## src/rtl/fft_mag_peak.sv

```systemverilog
// Magnitude-squared and peak-bin finder for one streamed FFT frame.
// A frame starts on fft_done high, captures N_BINS bins and reports the largest bin once the frame is complete.
module fft_mag_peak #(
  parameter int N_BINS      = 32,
  parameter int START_DELAY = 1
) (
  input  logic               clk,
  input  logic               reset,
  input  logic               fft_done,
  input  logic signed [15:0] data_real_in,
  input  logic signed [15:0] data_imag_in,
  output logic [31:0]        mag_out,
  output logic               mag_valid,
  output logic [7:0]         mag_bin,
  output logic [31:0]        peak_mag,
  output logic [7:0]         peak_bin,
  output logic               peak_valid,
  output logic               busy
);

  typedef enum logic [2:0] {S_IDLE, S_WAIT, S_CAPTURE, S_DRAIN, S_DONE} state_t;

  localparam logic [7:0] LAST_BIN  = 8'(N_BINS - 1);
  localparam logic [7:0] LAST_WAIT = 8'((START_DELAY == 0) ? 0 : START_DELAY - 1);

  state_t             state_q, state_d;
  logic [7:0]         cnt_q, cnt_d;
  logic               v1_q, v1_d;
  logic signed [31:0] prod_re_q, prod_re_d, prod_im_q, prod_im_d;
  logic [7:0]         bin1_q, bin1_d;
  logic [31:0]        mag_q, mag_d;
  logic               mag_valid_q, mag_valid_d;
  logic [7:0]         mag_bin_q, mag_bin_d;
  logic [31:0]        run_max_q, run_max_d;
  logic [7:0]         run_bin_q, run_bin_d;
  logic [31:0]        peak_mag_q, peak_mag_d;
  logic [7:0]         peak_bin_q, peak_bin_d;
  logic               peak_valid_q, peak_valid_d;

  logic        capture, start_capture, enter_done, abort;
  logic [31:0] sum;

  // NOTE: every signal assigned in an always_comb gets a default first, so no path can infer a latch.
  always_comb begin
    state_d       = state_q;
    cnt_d         = cnt_q;
    capture       = 1'b0;
    start_capture = 1'b0;
    enter_done    = 1'b0;
    abort         = 1'b0;
    unique case (state_q)
      S_IDLE: begin
        if (fft_done) begin
          cnt_d = '0;
          if (START_DELAY == 0) begin
            state_d       = S_CAPTURE;
            start_capture = 1'b1;
          end else begin
            state_d = S_WAIT;
          end
        end
      end
      S_WAIT: begin
        if (!fft_done) begin
          abort = 1'b1;
        end else if (cnt_q == LAST_WAIT) begin
          cnt_d         = '0;
          state_d       = S_CAPTURE;
          start_capture = 1'b1;
        end else begin
          cnt_d = cnt_q + 8'd1;
        end
      end
      S_CAPTURE: begin
        if (!fft_done) begin
          abort = 1'b1;
        end else begin
          capture = 1'b1;
          if (cnt_q == LAST_BIN) begin
            cnt_d   = '0;
            state_d = S_DRAIN;
          end else begin
            cnt_d = cnt_q + 8'd1;
          end
        end
      end
      S_DRAIN: begin
        if (!fft_done) begin
          abort = 1'b1;
        end else if (cnt_q == 8'd1) begin
          cnt_d      = '0;
          state_d    = S_DONE;
          enter_done = 1'b1;
        end else begin
          cnt_d = cnt_q + 8'd1;
        end
      end
      S_DONE: begin
        if (!fft_done) state_d = S_IDLE;
      end
      default: state_d = S_IDLE;
    endcase
    if (abort) begin
      state_d = S_IDLE;
      cnt_d   = '0;
    end
  end

  // Both products are non-negative and at most 2^30, so their sum fits 32 unsigned bits.
  assign sum = prod_re_q + prod_im_q;

  always_comb begin
    v1_d         = capture;
    prod_re_d    = prod_re_q;
    prod_im_d    = prod_im_q;
    bin1_d       = bin1_q;
    mag_valid_d  = v1_q & ~abort;
    mag_d        = mag_q;
    mag_bin_d    = mag_bin_q;
    run_max_d    = run_max_q;
    run_bin_d    = run_bin_q;
    peak_mag_d   = peak_mag_q;
    peak_bin_d   = peak_bin_q;
    peak_valid_d = peak_valid_q;

    if (capture) begin
      prod_re_d = 32'(data_real_in) * 32'(data_real_in);
      prod_im_d = 32'(data_imag_in) * 32'(data_imag_in);
      bin1_d    = cnt_q;
    end
    if (v1_q) begin
      mag_d     = sum;
      mag_bin_d = bin1_q;
    end

    // Strict greater-than keeps the lowest index on ties.
    if (start_capture) begin
      run_max_d = '0;
      run_bin_d = '0;
    end else if (mag_valid_q && (mag_q > run_max_q)) begin
      run_max_d = mag_q;
      run_bin_d = mag_bin_q;
    end

    if (enter_done) begin
      peak_mag_d   = run_max_d;
      peak_bin_d   = run_bin_d;
      peak_valid_d = 1'b1;
    end else if (start_capture) begin
      peak_valid_d = 1'b0;
    end
  end

  // NOTE: state registers use non-blocking assignments so every flop samples pre-edge values.
  always_ff @(posedge clk or posedge reset) begin
    if (reset) begin
      state_q      <= S_IDLE;
      cnt_q        <= '0;
      v1_q         <= 1'b0;
      prod_re_q    <= '0;
      prod_im_q    <= '0;
      bin1_q       <= '0;
      mag_q        <= '0;
      mag_valid_q  <= 1'b0;
      mag_bin_q    <= '0;
      run_max_q    <= '0;
      run_bin_q    <= '0;
      peak_mag_q   <= '0;
      peak_bin_q   <= '0;
      peak_valid_q <= 1'b0;
    end else begin
      state_q      <= state_d;
      cnt_q        <= cnt_d;
      v1_q         <= v1_d;
      prod_re_q    <= prod_re_d;
      prod_im_q    <= prod_im_d;
      bin1_q       <= bin1_d;
      mag_q        <= mag_d;
      mag_valid_q  <= mag_valid_d;
      mag_bin_q    <= mag_bin_d;
      run_max_q    <= run_max_d;
      run_bin_q    <= run_bin_d;
      peak_mag_q   <= peak_mag_d;
      peak_bin_q   <= peak_bin_d;
      peak_valid_q <= peak_valid_d;
    end
  end

  assign mag_out    = mag_q;
  assign mag_valid  = mag_valid_q;
  assign mag_bin    = mag_bin_q;
  assign peak_mag   = peak_mag_q;
  assign peak_bin   = peak_bin_q;
  assign peak_valid = peak_valid_q;
  assign busy       = (state_q == S_WAIT) || (state_q == S_CAPTURE) || (state_q == S_DRAIN);

endmodule
```

## config.mk

```make
export PLATFORM = sky130hd
export DESIGN_NAME = fft_mag_peak
export DESIGN_NICKNAME = d
export VERILOG_FILES = /design/src/rtl/fft_mag_peak.sv
export SDC_FILE = /design/constraint.sdc
export NUM_CORES = 2
export LEC_CHECK = 0
export ABC_CLOCK_PERIOD_IN_PS = 5600
export BUFFER_PORTS_ARGS = -buffer_cell sky130_fd_sc_hd__buf_2
export CAP_MARGIN = 20
export CORE_ASPECT_RATIO = 1.2
export CORE_MARGIN = 4
export CORE_UTILIZATION = 59
export DETAILED_ROUTE_END_ITERATION = 6
export GPL_TIMING_DRIVEN = 0
export PLACE_DENSITY = 0.88
export SYNTH_ARGS = -nofsm -noshare
export SYNTH_HDL_FRONTEND = slang
export SYNTH_SLANG_ARGS = --single-unit
```

## constraint.sdc

```tcl
create_clock -name clk -period 5.6 [get_ports clk]
set_input_delay 0.28 -clock clk [delete_from_list [all_inputs] [get_ports clk]]
set_output_delay 0.28 -clock clk [all_outputs]
set_load 0.02 [all_outputs]
```

-- Yosys cells after proc, flatten, opt, wreduce, memory -nomap -nowiden
Cells that the tools add are included.
W data, S select, Z words.
- register bits after elaboration: 206
- add/subtract/negate cells: 2
- multipliers: 2
- $lt $le $gt $ge: 1
- eq/ne operators: 14
- muxes and demuxes: 35
- bitwise gates (word level): 2
- reduce and logical (&&, ||, !) cells: 10
- operator list (kind ; number):
    $mux W8 ; 10
    $mul A16 B16 Y32 ; 2
    $mux W32 ; 2
    $add A32 B32 Y32 ; 1
    $gt A32 B32 Y1 ; 1
    $pmux W8 S4 ; 1
    $mux W3 ; 9
    $ne A3 B3 Y1 const B ; 8
    $pmux W3 S5 ; 1
    $mux W1 ; 12
    $add A8 B1 Y8 const B ; 1
    $eq A8 B1 Y1 const B ; 1
    $eq A8 B5 Y1 const B ; 1
    $logic_not A8 Y1 ; 1
    $reduce_and A8 Y1 ; 1
    $eq A3 B2 Y1 const B ; 2
    $reduce_and A5 Y1 ; 1
    $reduce_bool A5 Y1 ; 1
    $eq A3 B1 Y1 const B ; 1
    $eq A3 B3 Y1 const B ; 1
    $logic_not A3 Y1 ; 1
    $reduce_or A3 Y1 ; 1
    $logic_or A1 B1 Y1 ; 2
    $reduce_bool A2 Y1 ; 1
    other kinds (3) ; 3

-- Longest topological paths before layout
- depth in word-level cells: 6
- mapped depth: 26
- gate-level depth less buffers: 25

-- Least setup slack after synthesis
No wires, ideal clock.
- path type: input -> register
- from: input data_real_in[1]
- to: register prod_re_q[31]
- setup time: 0.120 ns
- arrival time: 6.003 ns
- required time: 5.480 ns
- path slack: -0.523 ns
- stages on the path: 23
- buffers on the path: 2
- cell sequence: clkbuf_1 clkbuf_1 nand2_1 fa_1 fa_1 fa_1 inv_1 fa_1 fa_1 inv_1 fa_1 inv_1 ha_1 a21oi_1 o21ai_0 nor3_4 o211ai_2 a221o_2 a41oi_4 nand3_2 a31oi_2 xnor2_1 o21ai_2
- word-level cells in the longest chain between the ends: 1
- RTL lines (what ; line ; source):
    start, declared ; 10 ; input logic signed [15:0] data_real_in,
    $mul A16 B16 Y32 ; 127 ; prod_re_d = 32'(data_real_in) * 32'(data_real_in);
    end signal, assigned ; 175 ; prod_re_q <= prod_re_d;
    end, declared ; 29 ; logic signed [31:0] prod_re_q, prod_re_d, prod_im_q, prod_im_d;
No other way between the ends.
A chain may end at the register's enable or synchronous reset.

-- Worst setup path after layout
- from: input data_real_in[8]
- to: register prod_re_q[31]
Same word-level chain as after synthesis.

==> reports/qor.yml <==
sta:
  fmax_mhz: 169.1
  slew_headroom: 0.4380
  setup_ws_ns: -0.3145
  finalHoldViolCount: 0
  finalCritPeriodShare: 1.056
  rsz0062_at_grt: "true"
  finClkSkew_ns: 0.01607
  slew_violations: 0
  setup_viol: 12
  period_needed_ns: 5.914
  max_slew.worst_pin.slew_ns: 0.8366
setup_path:
  crit_type: "in -> reg"
  crit_fanout: 7
  worstPathArrival_ns: 6.31
  setup.worst_path.end_class: "flip-flop"
  cp.required_ns: 6.00
  startpoint_type: "primary input"
  r2r_cells: 11
finish:
  multi_input_area_sq_um: 20220
  layout-drive-gt1-share: 0.1657
  diodes: 0
  regArea_sq_um: 5105
  layout_common_cells: "inv_1, fa_1, nand2_1, ha_1, dfrtp_1"
  final_common_cell: "inv_1"
  fillCellCount: 2910
  final_nets: 3885
  area_growth_pct: 15.62
  fin_util: 0.6914
place:
  place_congestion: 0.9628
  port_buffers: 116
  dp_hpwl_microns: 54290
  place_ws_ns: -1.098
synth:
  ys_warn_count: 0
  synth_edf_count: 0
  synth_area_leaders: "fa_1, dfrtp_1, ha_1"
  yosysTopAreaCell: "fa_1"
  synth_seq_cells: 204
  synth_ff_type: "dfrtp_1"
  avgSynthCellArea_sq_um: 9.467
  synth_area_sq_um: 27540
  seq_area_frac_synth: 0.1854
  async_flop_share: 1.000
  syn-num-nets: 3657
  synth_cell_types: 73
  synthesis.instances: 2909
  synthDominantCellAreaShare: 0.3402
detailed_routing:
  drc: 0
  drtIter0Drc: 2034
  vias: 22402
  viasPerCell: 5.947
  wl_microns: 78380
  wl_per_cell_microns: 20.81
  ant_nets: 0
  drtPass1Iterations: 6
floorplan:
  die_w_microns: 205.2
  rows: 86
  dieArea_sq_um: 50210
  coreArea_sq_um: 46050
  die_h_microns: 244.7
  io-pin-count: 118
  initial_core_util: 0.5980
hold_path:
  hold_path_class: "in -> reg"
  min_path_cells: 2
grt:
  grt_pass1_vias: 23058
  global_route.overflow_total: 0
  grt_pass1_wl_microns: 111200
  grt_antenna_before_repair: 1
  grt_max_degree: 44
  grt_usage: 0.2736
clocking:
  numCtsBuffers: 21
  cts_root_buf: "clkbuf_16"
  clockBufferDepth: 3
  cts_tree: "done"
  cts_num_sinks: 204
  insertion_delay_ns: 0.51
  cts.clk_slew.worst_paths_ns: 0.06
  htree_levels: 1
status:
  violations: "setup timing"
  status: "complete, but fails checks"
flow_run:
  maxCapViolCount: 0
-- layout make-up --
cell class                      instances  area share
Tap cell                              616     0.02420
Inverter                              694     0.08295
Clock inverter                         10    0.002790
Timing Repair Buffer                  209     0.05128
Multi-Input combinational cell       1927      0.6351
Clock buffer                           27     0.01815
Buffer                                 80     0.02527
Sequential cell                       204      0.1603
-- critical path, stage by stage --
cell       delay [ns]
buf_12           0.10
clkbuf_16        0.15
buf_4            0.11
nand2_1          0.08
fa_1             0.53
inv_2            0.06
fa_1             0.49
fa_1             0.77
fa_1             0.53
fa_1             0.51
inv_1            0.06
fa_1             0.48
inv_1            0.05
ha_1             0.23
a211o_1          0.29
nor3_4           0.19
buf_6            0.14
o211ai_4         0.10
a221o_2          0.40
a41oi_4          0.22
nand3_2          0.13
a31oi_4          0.20
xnor2_2          0.14
o21ai_2          0.08
-- flip-flops by register name (all words and copies together), names as in the netlist, 3 cells and up --
| signal | count |
|---|---|
| cnt_q | 8 |
| state_q | 3 |
| bin1_q | 8 |
| prod_re_q | 31 |
| peak_mag | 32 |
| run_bin_q | 8 |
| prod_im_q | 31 |
| mag_out | 32 |
| peak_bin | 8 |
| run_max_q | 32 |
| mag_bin | 8 |
-- through the flow --
step	std cells	hold slack, ns	setup TNS, ns	instance area, sq um
finish	3767	0.08523	-1.682	31840
global route	3767	0.09796	-5.701	31840
CTS	3709	0.07315	-0.1932	30660
detailed placement	3646	0.2915	-20.08	29240
global placement	3641	0.4549	-16.17	29140
floorplan	2909	0.4137	-0.1440	27790
-- final timing paths --
check	start	to	slack, ns
worst min-delay path	fft_done	state_q[2]	0.09
worst max register to register	prod_im_q[3]	mag_out[27]	2.12
max in group asynchronous	reset	mag_bin[6]	4.21
worst min register to register	peak_mag[8]	peak_mag[8]	0.47
min in group asynchronous	reset	peak_mag[14]	0.31
worst max-delay path	data_real_in[8]	prod_re_q[31]	-0.31
-- routing by layer --
layer	up-vias	track usage	part of all wire	wire length (microns)
met5	-	0	0.000089	7
met4	2	0.1293	0.077	6069
met3	554	0.03118	0.089	7013
met2	1423	0.4955	0.50	39120
met1	11066	0.3242	0.33	26170
li1	9357	-	-	-
-- cells by family (layout without fill, tap and decap cells) --
group                      Yosys count  after routing  share of synthesized area
AOI/OAI and AO/OA                  360            360                    0.08164
buffers and inverters              778           1020                     0.1077
adders and majority gates          713            713                     0.4515
xor gates and xnor gates           112            112                    0.03562
and+or+nand+nor                    666            666                     0.1091
muxes                               76             76                    0.02912
DFF                                204            204                     0.1854
-- repair_timing --
action,CTS,global route
buffers inserted,28,54
gates cloned,0,5
gates resized for setup,127,241
hold endpoints to repair,16,0
setup endpoints to repair,20,23
hold buffers,1,0
pin swaps,42,109
-- Yosys cell counts (2+ instances only) --
cell type	instances
a21oi_1	78
o21ai_1	3
o31ai_1	8
nor2b_1	17
a21o_1	43
dfrtp_1	204
clkbuf_1	74
or3_1	4
nand3_1	19
and3_1	6
nand2b_1	18
a2111oi_0	2
a31oi_1	6
o211ai_1	3
a21o_2	2
clkinv_1	3
mux2_2	33
a21boi_0	3
o21bai_1	14
o21a_1	13
a211o_1	2
a22o_1	2
buf_2	4
o21ai_0	139
nand4_1	9
or2_2	9
nor3_1	17
a41oi_1	3
ha_1	245
and4_1	3
inv_1	691
a211oi_1	9
a31o_2	10
a311oi_1	2
o311ai_0	2
fa_1	468
mux2i_1	43
buf_1	3
nand2_1	318
xor2_1	33
nor2_1	146
and2_1	89
xnor2_1	79
Power is left out: the tool's default activity adds up to more than one toggle a clock period on the data nets, which glitch-free logic cannot reach.
